<file path="src/rtl/riscv_pkg.sv">
// Shared RISC-V pipeline definitions: datapath widths, load funct3 encodings
// and the write-back stage state encoding.
package riscv_pkg;

    localparam int XLEN   = 32;
    localparam int REG_AW = 5;

    localparam logic [2:0] F3_LB  = 3'b000;
    localparam logic [2:0] F3_LH  = 3'b001;
    localparam logic [2:0] F3_LW  = 3'b010;
    localparam logic [2:0] F3_LBU = 3'b100;
    localparam logic [2:0] F3_LHU = 3'b101;

    typedef enum logic [0:0] {
        WB_IDLE     = 1'b0,
        WB_WAIT_RSP = 1'b1
    } wb_state_e;

endpackage

</file>
<file path="src/rtl/load_ext.sv">
// Combinational load-data aligner: picks the byte/half addressed by addr_lo
// out of an aligned word and sign- or zero-extends it according to funct3.
module load_ext #(
    parameter int XLEN = riscv_pkg::XLEN
) (
    input  logic [2:0]      funct3,
    input  logic [1:0]      addr_lo,
    input  logic [XLEN-1:0] data,
    output logic [XLEN-1:0] ext_v
);
    import riscv_pkg::*;

    logic [7:0]  byte_s;
    logic [15:0] half_s;

    // Lane select, then extension; unknown encodings fall back to a full word.
    always_comb begin
        byte_s = data[8*addr_lo +: 8];
        half_s = data[16*addr_lo[1] +: 16];
        case (funct3)
            F3_LB:   ext_v = {{(XLEN-8){byte_s[7]}}, byte_s};
            F3_LH:   ext_v = {{(XLEN-16){half_s[15]}}, half_s};
            F3_LBU:  ext_v = {{(XLEN-8){1'b0}}, byte_s};
            F3_LHU:  ext_v = {{(XLEN-16){1'b0}}, half_s};
            F3_LW:   ext_v = data;
            default: ext_v = data;
        endcase
    end

endmodule

</file>
<file path="src/rtl/wb_stage.sv">
// Write-back stage: retires ALU results in one cycle, waits (bounded) for the
// data-memory response on loads. Optional WB_BYPASS_EN adds a write->ID bypass.
module wb_stage #(
    parameter int XLEN        = riscv_pkg::XLEN,
    parameter int REG_AW      = riscv_pkg::REG_AW,
    parameter int RSP_TIMEOUT = 255
) (
    input  logic              clk,
    input  logic              rst,
    input  logic              in_valid,
    output logic              in_ready,
    input  logic              in_wen,
    input  logic [REG_AW-1:0] in_rd,
    input  logic [XLEN-1:0]   in_alu_v,
    input  logic              in_is_load,
    input  logic [2:0]        in_ld_funct3,
    input  logic [1:0]        in_addr_lo,
    input  logic              dmem_rsp_valid,
    input  logic [XLEN-1:0]   dmem_rsp_data,
    output logic              wen,
    output logic [REG_AW-1:0] rd,
    output logic [XLEN-1:0]   rd_v,
    output logic              ld_timeout
`ifdef WB_BYPASS_EN
    ,
    input  logic [REG_AW-1:0] id_rs1,
    input  logic [REG_AW-1:0] id_rs2,
    input  logic [XLEN-1:0]   id_rs1_rf,
    input  logic [XLEN-1:0]   id_rs2_rf,
    output logic [XLEN-1:0]   id_rs1_v,
    output logic [XLEN-1:0]   id_rs2_v
`endif
);
    import riscv_pkg::*;

    localparam int CW = $clog2(RSP_TIMEOUT + 1);
    localparam logic [CW-1:0] CNT_LAST = CW'(RSP_TIMEOUT - 1);

    wb_state_e         state_q, state_d;
    logic [CW-1:0]     cnt_q, cnt_d;
    logic [REG_AW-1:0] ld_rd_q, ld_rd_d;
    logic              ld_wen_q, ld_wen_d;
    logic [2:0]        ld_f3_q, ld_f3_d;
    logic [1:0]        ld_alo_q, ld_alo_d;
    logic              wen_q, wen_d;
    logic [REG_AW-1:0] rd_q, rd_d;
    logic [XLEN-1:0]   rd_v_q, rd_v_d;
    logic              ld_timeout_q, ld_timeout_d;
    logic [XLEN-1:0]   ext_v_s;

    load_ext #(.XLEN(XLEN)) u_load_ext (
        .funct3  (ld_f3_q),
        .addr_lo (ld_alo_q),
        .data    (dmem_rsp_data),
        .ext_v   (ext_v_s)
    );

    assign in_ready   = (state_q == WB_IDLE);
    assign wen        = wen_q;
    assign rd         = rd_q;
    assign rd_v       = rd_v_q;
    assign ld_timeout = ld_timeout_q;

    // Next-state and output computation; wen/ld_timeout default low so they pulse.
    always_comb begin
        state_d      = state_q;
        cnt_d        = cnt_q;
        ld_rd_d      = ld_rd_q;
        ld_wen_d     = ld_wen_q;
        ld_f3_d      = ld_f3_q;
        ld_alo_d     = ld_alo_q;
        wen_d        = 1'b0;
        rd_d         = rd_q;
        rd_v_d       = rd_v_q;
        ld_timeout_d = 1'b0;
        case (state_q)
            WB_IDLE: begin
                if (in_valid && in_is_load) begin
                    ld_rd_d  = in_rd;
                    ld_wen_d = in_wen;
                    ld_f3_d  = in_ld_funct3;
                    ld_alo_d = in_addr_lo;
                    cnt_d    = '0;
                    state_d  = WB_WAIT_RSP;
                end else if (in_valid) begin
                    wen_d  = in_wen && (in_rd != '0);
                    rd_d   = in_rd;
                    rd_v_d = in_alu_v;
                end else begin
                    state_d = WB_IDLE;
                end
            end
            WB_WAIT_RSP: begin
                // A response on the final wait cycle takes priority over the timeout.
                if (dmem_rsp_valid) begin
                    wen_d   = ld_wen_q && (ld_rd_q != '0);
                    rd_d    = ld_rd_q;
                    rd_v_d  = ext_v_s;
                    cnt_d   = '0;
                    state_d = WB_IDLE;
                end else if (cnt_q == CNT_LAST) begin
                    ld_timeout_d = 1'b1;
                    cnt_d        = '0;
                    state_d      = WB_IDLE;
                end else begin
                    cnt_d = cnt_q + CW'(1);
                end
            end
            default: begin
                cnt_d   = '0;
                state_d = WB_IDLE;
            end
        endcase
    end

    // State, load context and registered write-port outputs.
    always_ff @(posedge clk or negedge rst) begin
        if (!rst) begin
            state_q      <= WB_IDLE;
            cnt_q        <= '0;
            ld_rd_q      <= '0;
            ld_wen_q     <= 1'b0;
            ld_f3_q      <= 3'b000;
            ld_alo_q     <= 2'b00;
            wen_q        <= 1'b0;
            rd_q         <= '0;
            rd_v_q       <= '0;
            ld_timeout_q <= 1'b0;
        end else begin
            state_q      <= state_d;
            cnt_q        <= cnt_d;
            ld_rd_q      <= ld_rd_d;
            ld_wen_q     <= ld_wen_d;
            ld_f3_q      <= ld_f3_d;
            ld_alo_q     <= ld_alo_d;
            wen_q        <= wen_d;
            rd_q         <= rd_d;
            rd_v_q       <= rd_v_d;
            ld_timeout_q <= ld_timeout_d;
        end
    end

`ifdef WB_BYPASS_EN
    // Same-cycle write/read bypass so ID never sees the stale register value.
    always_comb begin
        if (wen_q && (rd_q == id_rs1) && (id_rs1 != '0)) begin
            id_rs1_v = rd_v_q;
        end else begin
            id_rs1_v = id_rs1_rf;
        end
        if (wen_q && (rd_q == id_rs2) && (id_rs2 != '0)) begin
            id_rs2_v = rd_v_q;
        end else begin
            id_rs2_v = id_rs2_rf;
        end
    end
`endif

endmodule
</file>
<file path="config.mk">
export PLATFORM = sky130hd
export DESIGN_NAME = wb_stage
export DESIGN_NICKNAME = d
export VERILOG_FILES = /design/src/rtl/riscv_pkg.sv /design/src/rtl/load_ext.sv /design/src/rtl/wb_stage.sv
export SDC_FILE = /design/constraint.sdc
export NUM_CORES = 1
export LEC_CHECK = 0
export ABC_AREA = 1
export BUFFER_PORTS_ARGS = -buffer_cell sky130_fd_sc_hd__buf_4
export CORE_MARGIN = 1
export CORE_UTILIZATION = 48
export CTS_BUF_LIST = sky130_fd_sc_hd__clkbuf_8
export CTS_CLUSTER_DIAMETER = 60
export CTS_CLUSTER_SIZE = 12
export DETAILED_ROUTE_END_ITERATION = 10
export PLACE_DENSITY_LB_ADDON = 0.2
export SKIP_LAST_GASP = 1
export SLEW_MARGIN = 20
export SYNTH_ARGS = -nofsm -noshare
export SYNTH_HDL_FRONTEND = slang
export SYNTH_SLANG_ARGS = --single-unit
</file>
<file path="constraint.sdc">
create_clock -name clk -period 1.2 [get_ports clk]
set_input_delay 0 -clock clk [delete_from_list [all_inputs] [get_ports clk]]
set_output_delay 0 -clock clk [all_outputs]
set_load 0.005 [all_outputs]
</file>
# [Word level (Yosys, flattened, before mapping)]
# Cells that the tools add are included.
[op_classes] shift=2 n_mux=24 eq_ne=8 bitwise_logic=1 addsub=1 reduce_logical=8
[op_table] op="one-hot mux 32 bit (4 select lines)" n=1
[op_table] op="2-to-1 mux 32 bit" n=3
[op_table] op="one-hot mux 32 bit (2 select lines)" n=1
[op_table] op="indexed part select 32 x 6 -> 16 bit" n=1
[op_table] op="indexed part select 32 x 6 -> 8 bit" n=1
[op_table] op="2-to-1 mux 8 bit" n=3
[op_table] op="one-hot mux 8 bit (2 select lines)" n=1
[op_table] op="2-to-1 mux 5 bit" n=3
[op_table] op="one-hot mux 5 bit (2 select lines)" n=1
[op_table] op="nonzero test 5 bit" n=2
[op_table] op="2-to-1 mux 1 bit" n=9
[op_table] op="adder 8 x 1 -> 8 bit, second input constant" n=1
[op_table] op="equality test 8 bit, second input constant" n=1
[op_table] op="equality test 3 bit, second input constant" n=2
[op_table] op="inequality test 2 bit, second input constant" n=3
[op_table] op="one-hot mux 1 bit (2 select lines)" n=2
[op_table] op="equality test 3 x 1 -> 1 bit, second input constant" n=1
[op_table] op="logical AND 1 bit" n=3
[op_table] op="zero test 3 bit" n=1
[op_table] op="AND reduction 3 bit" n=1
[op_table] op="inequality test 2 x 1 -> 1 bit, second input constant" n=1
[op_table] op="AND reduction 2 bit" n=1
[op_table] op="NOT 1 bit" n=1
[word_totals] register_bits=59 elab_cells=54

# [Depth between registers and ports, before layout]
# Gate-level depths: netlist of the first run.
[depth] ltp_word=5 mapped_depth=11 mapped_depth_nobuf=9

# [Modules after synthesis]
# From an unflattened synthesis of the first run, not the netlist that was laid out.
[unflattened] hier_cells=579 hier_area_um2=3863.7
[modules_own_cells] module="wb_stage" cells_each=377 seq_area_each_um2=1476.4 instances=1 area_per_inst_um2=2931.6
[modules_own_cells] module="load_ext" cells_each=202 seq_area_each_um2=0.0 instances=1 area_per_inst_um2=932.1

# [Least setup slack after synthesis of the first run]
# No wires, ideal clock.
[synth_timing] kind="register -> register" startpoint="register state_q" endpoint="register rd_v_q[22], in the netlist rd_v[22]" path_stages_with_launch=9 n_path_buf=2 slack_ns=-0.082 t_arrival_ns=1.166 setup_ns=0.116 required_time_ns=1.084 path_cell_list="dfrtp_1 -> nor2_4 -> nand2_2 -> nand2_4 -> inv_2 -> buf_6 -> buf_6 -> nand2_1 -> nand2_1"
[synth_between] elab_chain_cells=3 elab_cells_between_ends=6 classes_between="3 x eq/ne; 1 x mux; 1 x bitwise; 1 x reduce/logical"
[synth_lines] item="start, declared" line_no="wb_stage.sv:39" rtl="wb_state_e state_q, state_d;"
[synth_lines] item="start signal, assigned" line_no="wb_stage.sv:130" rtl="state_q <= state_d;"
[synth_lines] item="NOT 1 bit (no source line)"
[synth_lines] item="inequality test 2 bit (no source line)"
[synth_lines] item="AND reduction 3 bit (no source line)"
[synth_lines] item="end signal, assigned" line_no="wb_stage.sv:138" rtl="rd_v_q <= rd_v_d;"
[synth_lines] item="end, declared" line_no="wb_stage.sv:47" rtl="logic [XLEN-1:0] rd_v_q, rd_v_d;"
# Several ways; a longest one is shown, not always the timed one.
# A chain may end at the register's enable or synchronous reset.

# [Final worst setup path of the first run]
[layout_timing] startpoint="register ld_alo_q[1]" endpoint="register rd_v_q[29], in the netlist rd_v[29]"
[layout_between] elab_chain_cells=4 elab_cells_between_ends=5 classes_between="2 x shift; 3 x mux"
[layout_lines] item="start, declared" line_no="wb_stage.sv:44" rtl="logic [1:0] ld_alo_q, ld_alo_d;"
[layout_lines] item="start signal, assigned" line_no="wb_stage.sv:135" rtl="ld_alo_q <= ld_alo_d;"
[layout_lines] item="indexed part select 32 x 6 -> 16 bit or indexed part select 32 x 6 -> 8 bit (tied branches)" line_no="load_ext.sv:19, load_ext.sv:18"
[layout_lines] item="one-hot mux 32 bit (4 select lines) (*)" line_no="load_ext.sv:20" rtl="case (funct3)"
[layout_lines] item="2-to-1 mux 32 bit (*)" line_no="wb_stage.sv:95" rtl="if (dmem_rsp_valid) begin"
[layout_lines] item="one-hot mux 32 bit (2 select lines) (*)" line_no="wb_stage.sv:76" rtl="case (state_q)"
# Every way passes the cells marked *; elsewhere a longest branch is shown, timed or not. The select of a mux whose other input is x is not followed.

==> reports/results.txt, run 1 <==
Routability-driven placement finished with a final weighted congestion of 0.889. At the later pin of the worst-skew pair, clock insertion delay measures 350 ps. The multiplexer fraction of the synthesized cell area is 0.00925. Max-cap violations in this run came to 0. The simple logic cell fraction of the synthesized area is 0.409, and the adder and majority cell fraction of the synthesized area is 0.00685. The tools report the maximum clock path buffer count as 2. The tools report the endpoint of the most critical register-to-register path as rd_v[29]$_DFFE_PN0P_.

The run gives 3.11 nW as the static leakage power. The antenna diode count was 0; the sequential cell area fraction in the yosys report was 0.404. The number of cells on the worst reg-to-reg path is 10. Fraction of registers with async set/reset: 1.00. Derived from the worst setup path, the maximum achievable clock frequency is 0.727 GHz.

The ratio of routed vias to standard cells came out at 5.22. In the synthesized netlist the dominant register cell turns out to be sky130_fd_sc_hd__dfrtp_1. Of all nets on the critical path, the largest fanout is 6. After floorplanning, the core was sized to cover 7290 um2. The final hold violation count is 0, and the worst setup skew after layout is 16.8 ps.

Setup repair after global routing could not meet its margin everywhere. The flip-flop and latch count after synthesis was 59; the number of antenna violations at the first check in global routing was 0. The clock buffer count from CTS is 9. The final route contains 4,424 vias. The min-delay analysis places its worst path in the category input pin to register. From synthesis to final layout, the design area changed by 68.3%. The H-tree depth was 3; the number of routed nets with antenna violations was 0. Wires add up to 12,500 um. The tools report the launch point of the critical path as ld_alo_q[1]$_DFFE_PN0P_. The most critical setup path has its endpoint at rd_v[29]$_DFFE_PN0P_.

The share of Yosys cell area claimed by the top area cell type is 0.404. Y dimension of the die: 89.2 um. The detailed router's first-iteration violation count came out at 370. TritonCTS built the clock tree. sky130_fd_sc_hd__nand2_1 is the most common cell in the netlist.

In the synthesized netlist, the cells that appear most often are sky130_fd_sc_hd__nand2_1, sky130_fd_sc_hd__nor2_1, sky130_fd_sc_hd__dfrtp_1. The share of the synthesized netlist area taken by xor and xnor gates was 0.00720. STA puts the critical path data arrival time at 1610 ps. In this run the tool buffered the top-level ports with 119 buffer cells. For the worst setup path, the data required time is 1440 ps. The transition time at the pin with the least slew margin was 365 ps. The tools report the count of warnings emitted by yosys as 0. Summing internal, switching and leakage power gives 8.12 mW. Ranked by total cell area, the synthesized netlist is headed by sky130_fd_sc_hd__dfrtp_1, sky130_fd_sc_hd__nand2_1, sky130_fd_sc_hd__nor2_1. Walking the worst path, the cells encountered are clkinv_4, nand2_4, nand2_4, nand2_2, nand2_2, nand2_4, clkbuf_16, nand3_2, nand2_1, nand2_1.

The per-cell routed wire length came out at 14.8 um. Number of enable flip-flop cells after synthesis: 0. The flow ran to the end, but the final reports show violations. The via count of the first global-routing pass was 3,991. The area enclosed by the die boundary is 7960 um2. The mapped netlist covers 3650 um2. The net count of the finished layout was 825; the combined area of the multi-input logic cells was 2270 um2. Max-slew violation total from the final report: 0.

For the minimum setup slack among reg-to-reg paths, the log shows -180 ps. The first global-routing pass estimated 17,600 um of wire. The maximum number of pins on one net before global-route repair came out at 38. The slowest stage of the critical path is the sky130_fd_sc_hd__dfrtp_2 cell. Critical path start-end classification: register to register. For the placement row count, the log shows 31. The tools report the clock root buffer master as sky130_fd_sc_hd__clkbuf_8. The power density of the placed cells was 1320 nW/um2; the number of instances in the synthesized netlist was 548. Cell repeated most along the worst path: sky130_fd_sc_hd__nand2_4.

The compound-cell area share of the yosys netlist was 0.0826. By area, the combinational part of the netlist is dominated by simple AND/OR/NAND/NOR gates. The worst-case headroom to the max-slew limit came out at 0.757. The checks that failed: setup timing. The starting density of the core is 0.501.

I/O pin count: 120. Synthesized area per cell: 6.66 um2. The fraction of layout instances using a drive strength above 1 is 0.390, and the longest individual stage delay on the worst path is 430 ps. The endpoint type of the worst setup path is a register. After clock tree synthesis, the clock-pin slew on the worst setup and hold paths is 70 ps. The first-pass iteration count of the detailed router was 5; the global-route total usage across every layer was 0.293. The netlist uses 29 different library cells. The final cycle utilization of the critical path was 1.15; the least setup slack across all paths after layout was -175 ps. The DRC violation count after routing is 0, and the total congestion overflow after global routing is 0. Worst reg2reg path startpoint: ld_alo_q[1]$_DFFE_PN0P_. After filler insertion, the fill cell instance count of the layout stands at 418. The tools report the setup-violating endpoint count in the final report as 38. The largest total area in the synthesized netlist belongs to sky130_fd_sc_hd__dfrtp_1. The tools report the post-placement worst setup slack as -163 ps.

In the final layout, flip-flops and latches occupy 1480 um2. The worst-case IR drop observed on VDD is 0.000797 V. After layout, the minimum clock period comes to 1380 ps. The clock drives 59 sinks. The die is 89.2 um wide. When the netlist entered floorplanning its net count stood at 630. The placed wire-length estimate after detailed placement is 7640 um. The nature of the critical path startpoint was a register.
-- flip-flops by register name (all words and copies together), names as in the netlist --
signal	flops
cnt_q	8
ld_f3_q	3
ld_alo_q	2
ld_wen_q	1
wen	1
rd_v	32
rd	5
state_q	1
ld_rd_q	5
ld_timeout	1
-- per-stage QoR --
| stage | cells | util | instance area [um2] | hold WS (ps) | setup TNS, ps |
|---|---|---|---|---|---|
| 2_1_floorplan | 548 | - | 3670 | -296 | -1040 |
| 3_3_place_gp | 774 | 0.668 | 4870 | -67.5 | -3470 |
| 3_5_place_dp | 774 | 0.668 | 4870 | -62.2 | -5610 |
| 4_1_cts | 840 | 0.781 | 5700 | 0.743 | -2300 |
| 5_1_grt | 847 | 0.843 | 6140 | 30.5 | -7690 |
| 6_report | 847 | 0.843 | 6140 | 11.0 | -4340 |
-- area by class of cell --
type | instances | share of cell area
repair buffers | 212 | 0.310
inverters | 34 | 0.0228
well taps | 99 | 0.0202
clock inverters | 5 | 0.0124
flip-flops and latches | 59 | 0.241
clock buffers | 11 | 0.0246
multi-input cells | 427 | 0.369
-- power breakdown --
group | internal, mW | leakage (nW) | total [mW] | switching [mW]
clock network | 1.27 | 0.117 | 2.11 | 0.839
registers | 2.41 | 0.712 | 2.74 | 0.323
logic | 1.65 | 2.28 | 3.27 | 1.62
total | 5.34 | 3.11 | 8.12 | 2.78
-- cell families (layout without fill, tap and decap cells) --
family                   count (synthesis)  after routing
XOR/XNOR                                 3              3
AND/OR/NAND/NOR                        361            361
flip-flops                              59             59
buffers and inverters                   62            262
AO/OA/AOI/OAI                           58             58
multiplexers                             3              3
adder cells (fa/ha/maj)                  2              2
-- worst max-delay path, delay by kind of cell (launching register included) --
kind          cells  cell delay (ps)
flops             1              430
simple gates      8              570
buf+inv           2              280
-- per-layer routing --
layer  part of all wire  global-route usage  vias to the layer above
met5                  0                   0                        -
met4              0.024               0.110                        0
met3              0.079              0.0508                       33
met2               0.51               0.523                      228
met1               0.38               0.355                     2054
li1                   -                   -                     2109
-- timing repair --
action | in CTS | in global routing
endpoints found under the setup margin | 55 | 58
hold buffers | 45 | 0
endpoints found under the hold margin | 108 | 0
buffers inserted | 4 | 6
gates resized for setup | 30 | 91
pin swaps | 9 | 33
gates cloned | 1 | 3
-- placed cells by master, fill, tap and decap left out, types with 18 or more instances in the layout --
cell type                       Yosys  layout
sky130_fd_sc_hd__nand2_1          199     172
sky130_fd_sc_hd__buf_4              2     146
sky130_fd_sc_hd__nor2_1            96      85
sky130_fd_sc_hd__dfrtp_1           59      54
sky130_fd_sc_hd__dlygate4sd3_1      0      45
sky130_fd_sc_hd__a21oi_1           39      33
sky130_fd_sc_hd__inv_1             28      27
sky130_fd_sc_hd__nand2_2            5      25
sky130_fd_sc_hd__nand3_1           40      20
sky130_fd_sc_hd__nand3_2            0      18
-- worst min-delay path by stage --
stage,start,endpoint,depth (start not counted)
global placement,rst,rd_v[0]$_DFFE_PN0P_,1
floorplan,rst,cnt_q[0]$_DFFE_PN0P_,0
detailed placement,rst,rd_v[0]$_DFFE_PN0P_,1
finish,dmem_rsp_data[27],rd_v[27]$_DFFE_PN0P_,5
global route,in_valid,wen$_DFF_PN0_,3
CTS,dmem_rsp_data[27],rd_v[27]$_DFFE_PN0P_,5
No activity file was read; power rests on OpenSTA's default activity.
==> inputs of run 2 (changes only) <==
ABC_AREA = 0   (was 1)
CORE_UTILIZATION = 46   (was 48)
==> run 2 against run 1 <==
The run ends with hold timing, setup timing left. Non-clock buffer count increased by 14. Clock skew about the same. Setup slack got worse by 330 ps. Synthesized cell count decreased by 36%. Area after synthesis decreased by 12%. Combinational power increased by 8.3%. Clock power decreased by 11%. Clock-buffer cell count decreased by 1. Maximum frequency decreased by 20%. Total power increased by 1.3%. Die area decreased by 7.6%. Sequential share of layout area increased by 1.4 points. Critical path type unchanged. Largest cell class is now non-clock buffers. Highest routed layer unchanged.
==> reports/results.txt, run 2 <==
The run finished, with violations left. The checks that failed: hold timing, setup timing. The I/O pin count is 120 (unchanged).

Total congestion overflow after global routing: 0 (unchanged). The final period demand of the worst path is 1710 ps (+335 ps). The tools report the core outline area as 6790 um2 (-6.8%). The clock root buffer master is sky130_fd_sc_hd__clkbuf_8.

The library cell used most frequently in the layout, excluding fill and tap cells, is sky130_fd_sc_hd__buf_4. The most frequent cell after synthesis was sky130_fd_sc_hd__dfrtp_1. The worst-case headroom to the max-slew limit was 0.754 (-0.00264). The longest individual stage delay on the worst path is 430 ps (about the same), and the count of warnings emitted by yosys is 0 (unchanged). The maximum clock path buffer count was 2 (unchanged); the clock-pin slew on the worst setup and hold paths was 70 ps (about the same). Worst hold path class: input pin to register. The tools report the final hold violation count as 1 (+1). The critical path buffer and inverter count was 2 (unchanged). The logs give 7480 um (-2.2%) for the placed wire-length estimate after detailed placement and 3,742 (-6.2%) for the via count of the first global-routing pass. The static leakage power was 2.65 nW (-15%). The worst setup path is captured at a register. The logs give 0.00104 V (+30%) for the worst voltage drop across the vdd grid and 7350 um2 (-7.6%) for the area enclosed by the die boundary.

For the placement row count, the log shows 30 (-3.2%). For the detailed-route wire length, the log shows 13,700 um (+9.0%). The cell with the biggest individual delay on the critical path is sky130_fd_sc_hd__dfrtp_1.

The tools report the global-route wire length before repair as 18,900 um (+7.2%). For the worst hold margin, the log shows -22.7 ps (-33.8 ps). The maximum frequency from static timing analysis came out at 0.585 GHz (-20%).

The logs give 0.475 (-0.0257) for the starting density of the core and 0 (unchanged) for the DRC violation count after routing. The cell area reported after detailed placement is 4620 um2 (-5.3%). The worst setup path is launched from a register. The number of antenna violations at the first check in global routing was 0 (unchanged). The count of buffers from port buffering works out to 119 (unchanged). The number of routed nets with antenna violations was 0 (unchanged); the worst setup skew after layout was 16.8 ps (+0.0707 ps).

Fraction of layout instances using a drive strength above 1: 0.493 (+0.103). The synthesized netlist net count was 430 (-32%). In the layout the commonest cells are sky130_fd_sc_hd__buf_4, sky130_fd_sc_hd__dfrtp_1, sky130_fd_sc_hd__nand2_1.

The fraction of registers with async set/reset came out at 1.00 (unchanged). Distinct cell type count after synthesis: 43 (+48%). The sequential cell area fraction in the yosys report came out at 0.458 (+0.0532).

H-tree depth: 3 (unchanged). The tools report the clock buffer count from CTS as 9 (unchanged). The max-slew violation total from the final report is 0 (unchanged), and the clock sink count is 59 (unchanged). The ratio of routed vias to standard cells works out to 5.94 (+14%). Power density of the placed cells: 1420 nW/um2 (+7.5%). The maximum number of pins on one net before global-route repair is 38 (unchanged), and the setup-violating endpoint count in the final report is 60 (+58%). The setup path with the least slack is of type register to register. The commonest cells after synthesis are sky130_fd_sc_hd__dfrtp_1, sky130_fd_sc_hd__nand2_1, sky130_fd_sc_hd__nor2_1. The share of Yosys cell area claimed by the top area cell type was 0.458 (+0.0532); the post-layout total power was 8.22 mW (+1.3%). Yosys attributes the largest share of cell area to sky130_fd_sc_hd__dfrtp_1, sky130_fd_sc_hd__nand2_1, sky130_fd_sc_hd__mux2_2. The run gives 3,931 (-11%) as the overall via count from detail_route.

TritonCTS built the clock tree. Among cell families on the critical path, the largest total delay comes from flip-flops. Horizontal extent of the die: 85.8 um (-3.9%). The synthesized area per cell was 9.27 um2 (+39%); the later-pin clock latency in the skew report was 360 ps (about the same). For the antenna diode count, the log shows 0 (unchanged). Setup repair after global routing could not meet its margin everywhere. The area of all placed cells without fillers came out at 5790 um2 (-5.8%).

From synthesis to final layout, the design area changed by 79.4%. Traced cell by cell, the critical path runs through buf_4, buf_6, mux2_4, or3_4, o2111ai_2, a21oi_1. For the total of fill cells in the finished design, the log shows 349 (-17%). The required time of the critical path is 1430 ps (about the same), and the flip-flop and latch count after synthesis is 59 (unchanged). The global-route total usage across every layer was 0.337 (+0.0434); the final cycle utilization of the critical path was 1.43 (+0.279). The synthesized area was 3230 um2 (-12%). The net count of the finished layout is 643 (-22%). The biggest area contributor in the post-synthesis netlist is sky130_fd_sc_hd__dfrtp_1. The number of enable flip-flop cells after synthesis was 0 (unchanged); the per-cell routed wire length was 20.6 um (+39%). The top fanout value on the critical path is 5 (-1), and the y dimension of the die is 85.8 um (-3.9%). The number of instances in the synthesized netlist came out at 348 (-36%). Number of flip-flops under the largest register name: 32 (unchanged). The most used flip-flop cell after synthesis is sky130_fd_sc_hd__dfrtp_1.

The first-pass iteration count of the detailed router is 5 (unchanged). The run gives 1940 ps (+330 ps) as the endpoint arrival time on the critical path. The run gives 0 (unchanged) as the max capacitance violation total. The transition time at the pin with the least slew margin works out to 369 ps (+3.96 ps).

The total negative slack for setup checks is -17,070 ps (-12,730 ps), and the detailed router's first-iteration violation count is 383 (+3.5%). Least setup slack across all paths after layout: -510 ps (-335 ps). The tools report the global placement routability congestion as 0.866 (-2.7%).
==> run 2: worst min-delay path: stages <==
cell                       delay (ps)
sky130_fd_sc_hd__buf_4             80
sky130_fd_sc_hd__nor3_1            50
sky130_fd_sc_hd__a211oi_2         150
==> run 2: per-layer routing <==
metal | up-vias | GRT usage | part of all wire
li1 | 1708 | - | -
met1 | 1881 | 0.410 | 0.37
met2 | 256 | 0.574 | 0.49
met3 | 86 | 0.0683 | 0.078
met4 | 0 | 0.161 | 0.054
met5 | - | 0 | 0
==> run 2: metrics by stage <==
| stage | utilization | setup WS (ps) | instances |
|---|---|---|---|
| after global placement | 0.679 | -362 | 588 |
| after detailed placement | 0.679 | -434 | 588 |
| after global routing | 0.852 | -556 | 662 |
| final | 0.852 | -510 | 662 |
| after CTS | 0.817 | -447 | 661 |
| after floorplan | - | -430 | 348 |
==> run 2: repair_timing <==
action | 4_1_cts | 5_1_grt
endpoints found under the setup margin | 59 | 60
pin swaps | 17 | 24
endpoints found under the hold margin | 101 | 0
gates cloned | 3 | 0
resized for setup | 46 | 59
buffers inserted | 17 | 5
hold buffers | 37 | 0
==> run 2: layout make-up <==
cell class	instances	area, um2	area share
Clock buffer	10	138	0.0238
Inverter	7	31.3	0.00540
Clock inverter	6	57.6	0.00994
Timing Repair Buffer	226	2000	0.346
Sequential cell	59	1480	0.255
Multi-Input combinational cell	258	1970	0.340
Tap cell	96	120	0.0207
==> run 2: kinds of logic (layout without fill, tap and decap cells) <==
group | after synthesis | after routing | synth area share
compound gates | 94 | 94 | 0.205
fa+ha+maj | 2 | 2 | 0.00775
buf+inv | 31 | 249 | 0.0438
flops | 59 | 59 | 0.458
mux | 27 | 27 | 0.0892
simple gates | 135 | 135 | 0.197
==> run 2: power by group <==
group | internal (mW) | switching (mW)
clock | 0.997 | 0.870
combinational | 1.95 | 1.60
sequential | 2.45 | 0.364
==> run 2: final timing paths <==
| check | start | to | slack, ps | depth (start not counted) |
|---|---|---|---|---|
| setup reg to reg | ld_alo_q[1]$_DFFE_PN0P_ | rd_v[6]$_DFFE_PN0P_ | -510 | 6 |
| hold reg to reg | rd[1]$_DFFE_PN0P_ | rd[1]$_DFFE_PN0P_ | 500 | 2 |
| hold / removal | in_alu_v[31] | rd_v[31]$_DFFE_PN0P_ | -20 | 3 |
| max in group asynchronous | rst | cnt_q[1]$_DFFE_PN0P_ | 600 | 3 |
| min in group asynchronous | rst | rd_v[1]$_DFFE_PN0P_ | 80 | 2 |
| setup / recovery | ld_alo_q[1]$_DFFE_PN0P_ | rd_v[6]$_DFFE_PN0P_ | -510 | 6 |
==> inputs of run 3 (changes only) <==
--- a/constraint.sdc
+++ b/constraint.sdc
@@ -3,2 +3,2 @@
 set_output_delay 0 -clock clk [all_outputs]
-set_load 0.005 [all_outputs]
+set_load 0.01 [all_outputs]
==> run 3 against run 2 <==
The flow finishes with violations (setup timing). Non-clock buffer count grew 4. Core utilization shrank 0.13 points. Flip-flop and latch count is the same. Final area shrank 0.15%. Routed wire length grew 3.3%. Combinational power grew 4%. Clock skew grew 1.5 ps. Register-to-register slack lost 20 ps. Setup slack lost 20 ps. Highest routed layer unchanged.
==> reports/results.txt, run 3 (synthesis gave the netlist of run 2 again) <==
The required time of the critical path came out at 1410 ps (-20 ps). The tools report the endpoint arrival time on the critical path as 1940 ps (about the same). The tools report the nature of the critical path startpoint as a register.

Detailed router's first-iteration violation count: 438 (+14%). In this run the most critical hold path is launched from in_alu_v[6]. The tree is rooted in a sky130_fd_sc_hd__clkbuf_8. The top fanout value on the critical path is 16 (+11), and the setup-violating endpoint count in the final report is 60 (unchanged). The ratio of routed vias to standard cells is 6.07 (+2.2%). The logs give 0.327 (-0.00995) for the global-route total usage across every layer and 0 (unchanged) for the DRC violation count after routing. The global placement routability congestion is 0.922 (+6.5%). The least setup slack across all paths after layout was -530 ps (-19.5 ps); the worst setup skew after layout was 18.3 ps (+1.49 ps). Maximum number of pins on one net before global-route repair: 31 (-18%). The max capacitance violation total was 0 (unchanged).

The y dimension of the die came out at 85.8 um (unchanged). The logs give 0 (unchanged) for the max-slew violation total from the final report and 59 (unchanged) for the clock sink count. The worst setup path is of the register to register kind.

The area of all placed cells without fillers is 5780 um2 (-0.15%), and the via count of the first global-routing pass is 3,706 (-0.96%). The later-pin clock latency in the skew report came out at 350 ps (about the same). The run gives 2 (unchanged) as the maximum clock path buffer count. Starting density of the core: 0.475 (unchanged). The tools report the antenna diode count as 0 (unchanged). TritonCTS built the clock tree. For the placement row count, the log shows 30 (unchanged). In this run the critical register-to-register path is launched from ld_alo_q[0]$_DFFE_PN0P_.

The core outline area is 6790 um2 (unchanged), and the fraction of layout instances using a drive strength above 1 is 0.496 (+0.00356). Setup repair after global routing could not meet its margin everywhere. The net count of the finished layout came out at 647 (+0.62%). Number of flip-flops under the largest register name: 32 (unchanged). STA classifies the critical path endpoint as a register. The maximum frequency from static timing analysis was 0.578 GHz (-1.1%); the area taken by flip-flops and latches was 1480 um2 (+0.34%). The flow ran to the end, but the final reports show violations. The static leakage power came out at 2.66 nW (+0.42%).

The worst voltage drop across the vdd grid was 0.00104 V (+0.59%). The overall via count from detail_route was 4,040 (+2.8%). The per-cell routed wire length works out to 21.2 um (+2.7%). The logs give 7370 um (-1.4%) for the placed wire-length estimate after detailed placement and 1920 um2 (-2.5%) for the combined area of the multi-input logic cells.

The min-delay analysis places its worst path in the category input pin to register. The detailed-route wire length is 14,100 um (+3.3%), and the total congestion overflow after global routing is 0 (unchanged). The final period demand of the worst path was 1730 ps (+19.5 ps). Leaving out fill and tap cells, the most frequent cell in the layout is sky130_fd_sc_hd__buf_4. For the cell area reported after detailed placement, the log shows 4580 um2 (-0.87%). Final hold violation count: 0 (-1). The area added between synthesis and finish was 79.2%; the worst-case headroom to the max-slew limit was 0.661 (-0.0931). The top cell types in the final layout, fill and taps aside, are sky130_fd_sc_hd__buf_4, sky130_fd_sc_hd__dfrtp_1, sky130_fd_sc_hd__nand2_1. The clock buffer count from CTS is 9 (unchanged), and the clock-pin slew on the worst setup and hold paths is 70 ps (about the same). Number of routed nets with antenna violations: 0 (unchanged). For the global-route wire length before repair, the log shows 18,500 um (-2.1%). The number of antenna violations at the first check in global routing was 0 (unchanged); the transition time at the pin with the least slew margin was 506 ps (+138 ps). The post-layout total power came out at 8.90 mW (+8.3%).

The power density of the placed cells was 1540 nW/um2 (+8.4%). The horizontal extent of the die was 85.8 um (unchanged); the final cycle utilization of the critical path was 1.44 (+0.0163). For the H-tree depth, the log shows 3 (unchanged).

The area enclosed by the die boundary is 7350 um2 (unchanged). The run gives 356 (+2.0%) as the total of fill cells in the finished design. I/O pin count: 120 (unchanged). The run gives 5 (unchanged) as the first-pass iteration count of the detailed router. The final reports fail on setup timing.

The most critical setup path has its startpoint at ld_alo_q[0]$_DFFE_PN0P_. The count of buffers from port buffering works out to 119 (unchanged).
run 3: cell count changes in the layout (fill, tap and decap cells not counted), sizes merged:
cell,before,now
buf,189,195
clkinvlp,2,0
inv,9,7
dlygate4sd3,37,35
bufinv,1,3
clkbuf,10,12
run 3: worst paths after layout:
kind | end | slack, ps | cells past startpoint
worst max-delay path | rd_v[25]$_DFFE_PN0P_ | -530 | 5
worst min-delay path | rd_v[6]$_DFFE_PN0P_ | 5 | 3
worst max register to register | rd_v[25]$_DFFE_PN0P_ | -530 | 5
worst min register to register | rd[4]$_DFFE_PN0P_ | 500 | 2
max in group asynchronous | ld_rd_q[1]$_DFFE_PN0P_ | 560 | 3
min in group asynchronous | rd_v[30]$_DFFE_PN0P_ | 120 | 2
run 3: routing by layer:
layer,global-route usage,vias up,share of wire
li1,-,1716,-
met1,0.401,1898,0.37
met2,0.543,335,0.49
met3,0.0857,91,0.094
met4,0.147,0,0.052
met5,0,-,0
run 3: what timing repair did:
item / in CTS / in global routing
pin swaps: 26 / 22
endpoints found under the setup margin: 57 / 59
resized for setup: 50 / 48
hold endpoints to repair: 100 / 0
hold buffers: 35 / 0
buffers inserted: 19 / 10
gates cloned: 1 / 0
run 3: area by class of cell:
type,instances,share of cell area
timing repair buffer,230,0.341
multi-input combinational,258,0.332
sequential,59,0.256
clock buffer,12,0.0286
tap,96,0.0208
clock inverter,4,0.0164
inverter,7,0.00541
run 3: critical path: stages (launching register included):
cell,delay [ps]
sky130_fd_sc_hd__dfrtp_2,460
sky130_fd_sc_hd__mux2_4,330
sky130_fd_sc_hd__o311a_1,360
sky130_fd_sc_hd__a21oi_4,200
sky130_fd_sc_hd__buf_12,160
sky130_fd_sc_hd__a211oi_1,80
run 3: stage by stage:
step	utilization	setup TNS, ps	hold WS [ps]	worst slack [ps]	std cells
after floorplan	-	-9470	-296	-430	348
after global placement	0.673	-14470	-45.1	-387	586
after detailed placement	0.673	-16390	-51.0	-431	586
after CTS	0.812	-13050	1.88	-433	657
after global routing	0.851	-19310	8.86	-562	666
final	0.851	-18090	4.54	-530	666
run 3: where the power goes:
part	total [mW]	switching, mW	internal, mW
registers	2.83	0.371	2.46
clock network	2.40	0.849	1.55
logic	3.68	1.73	1.94
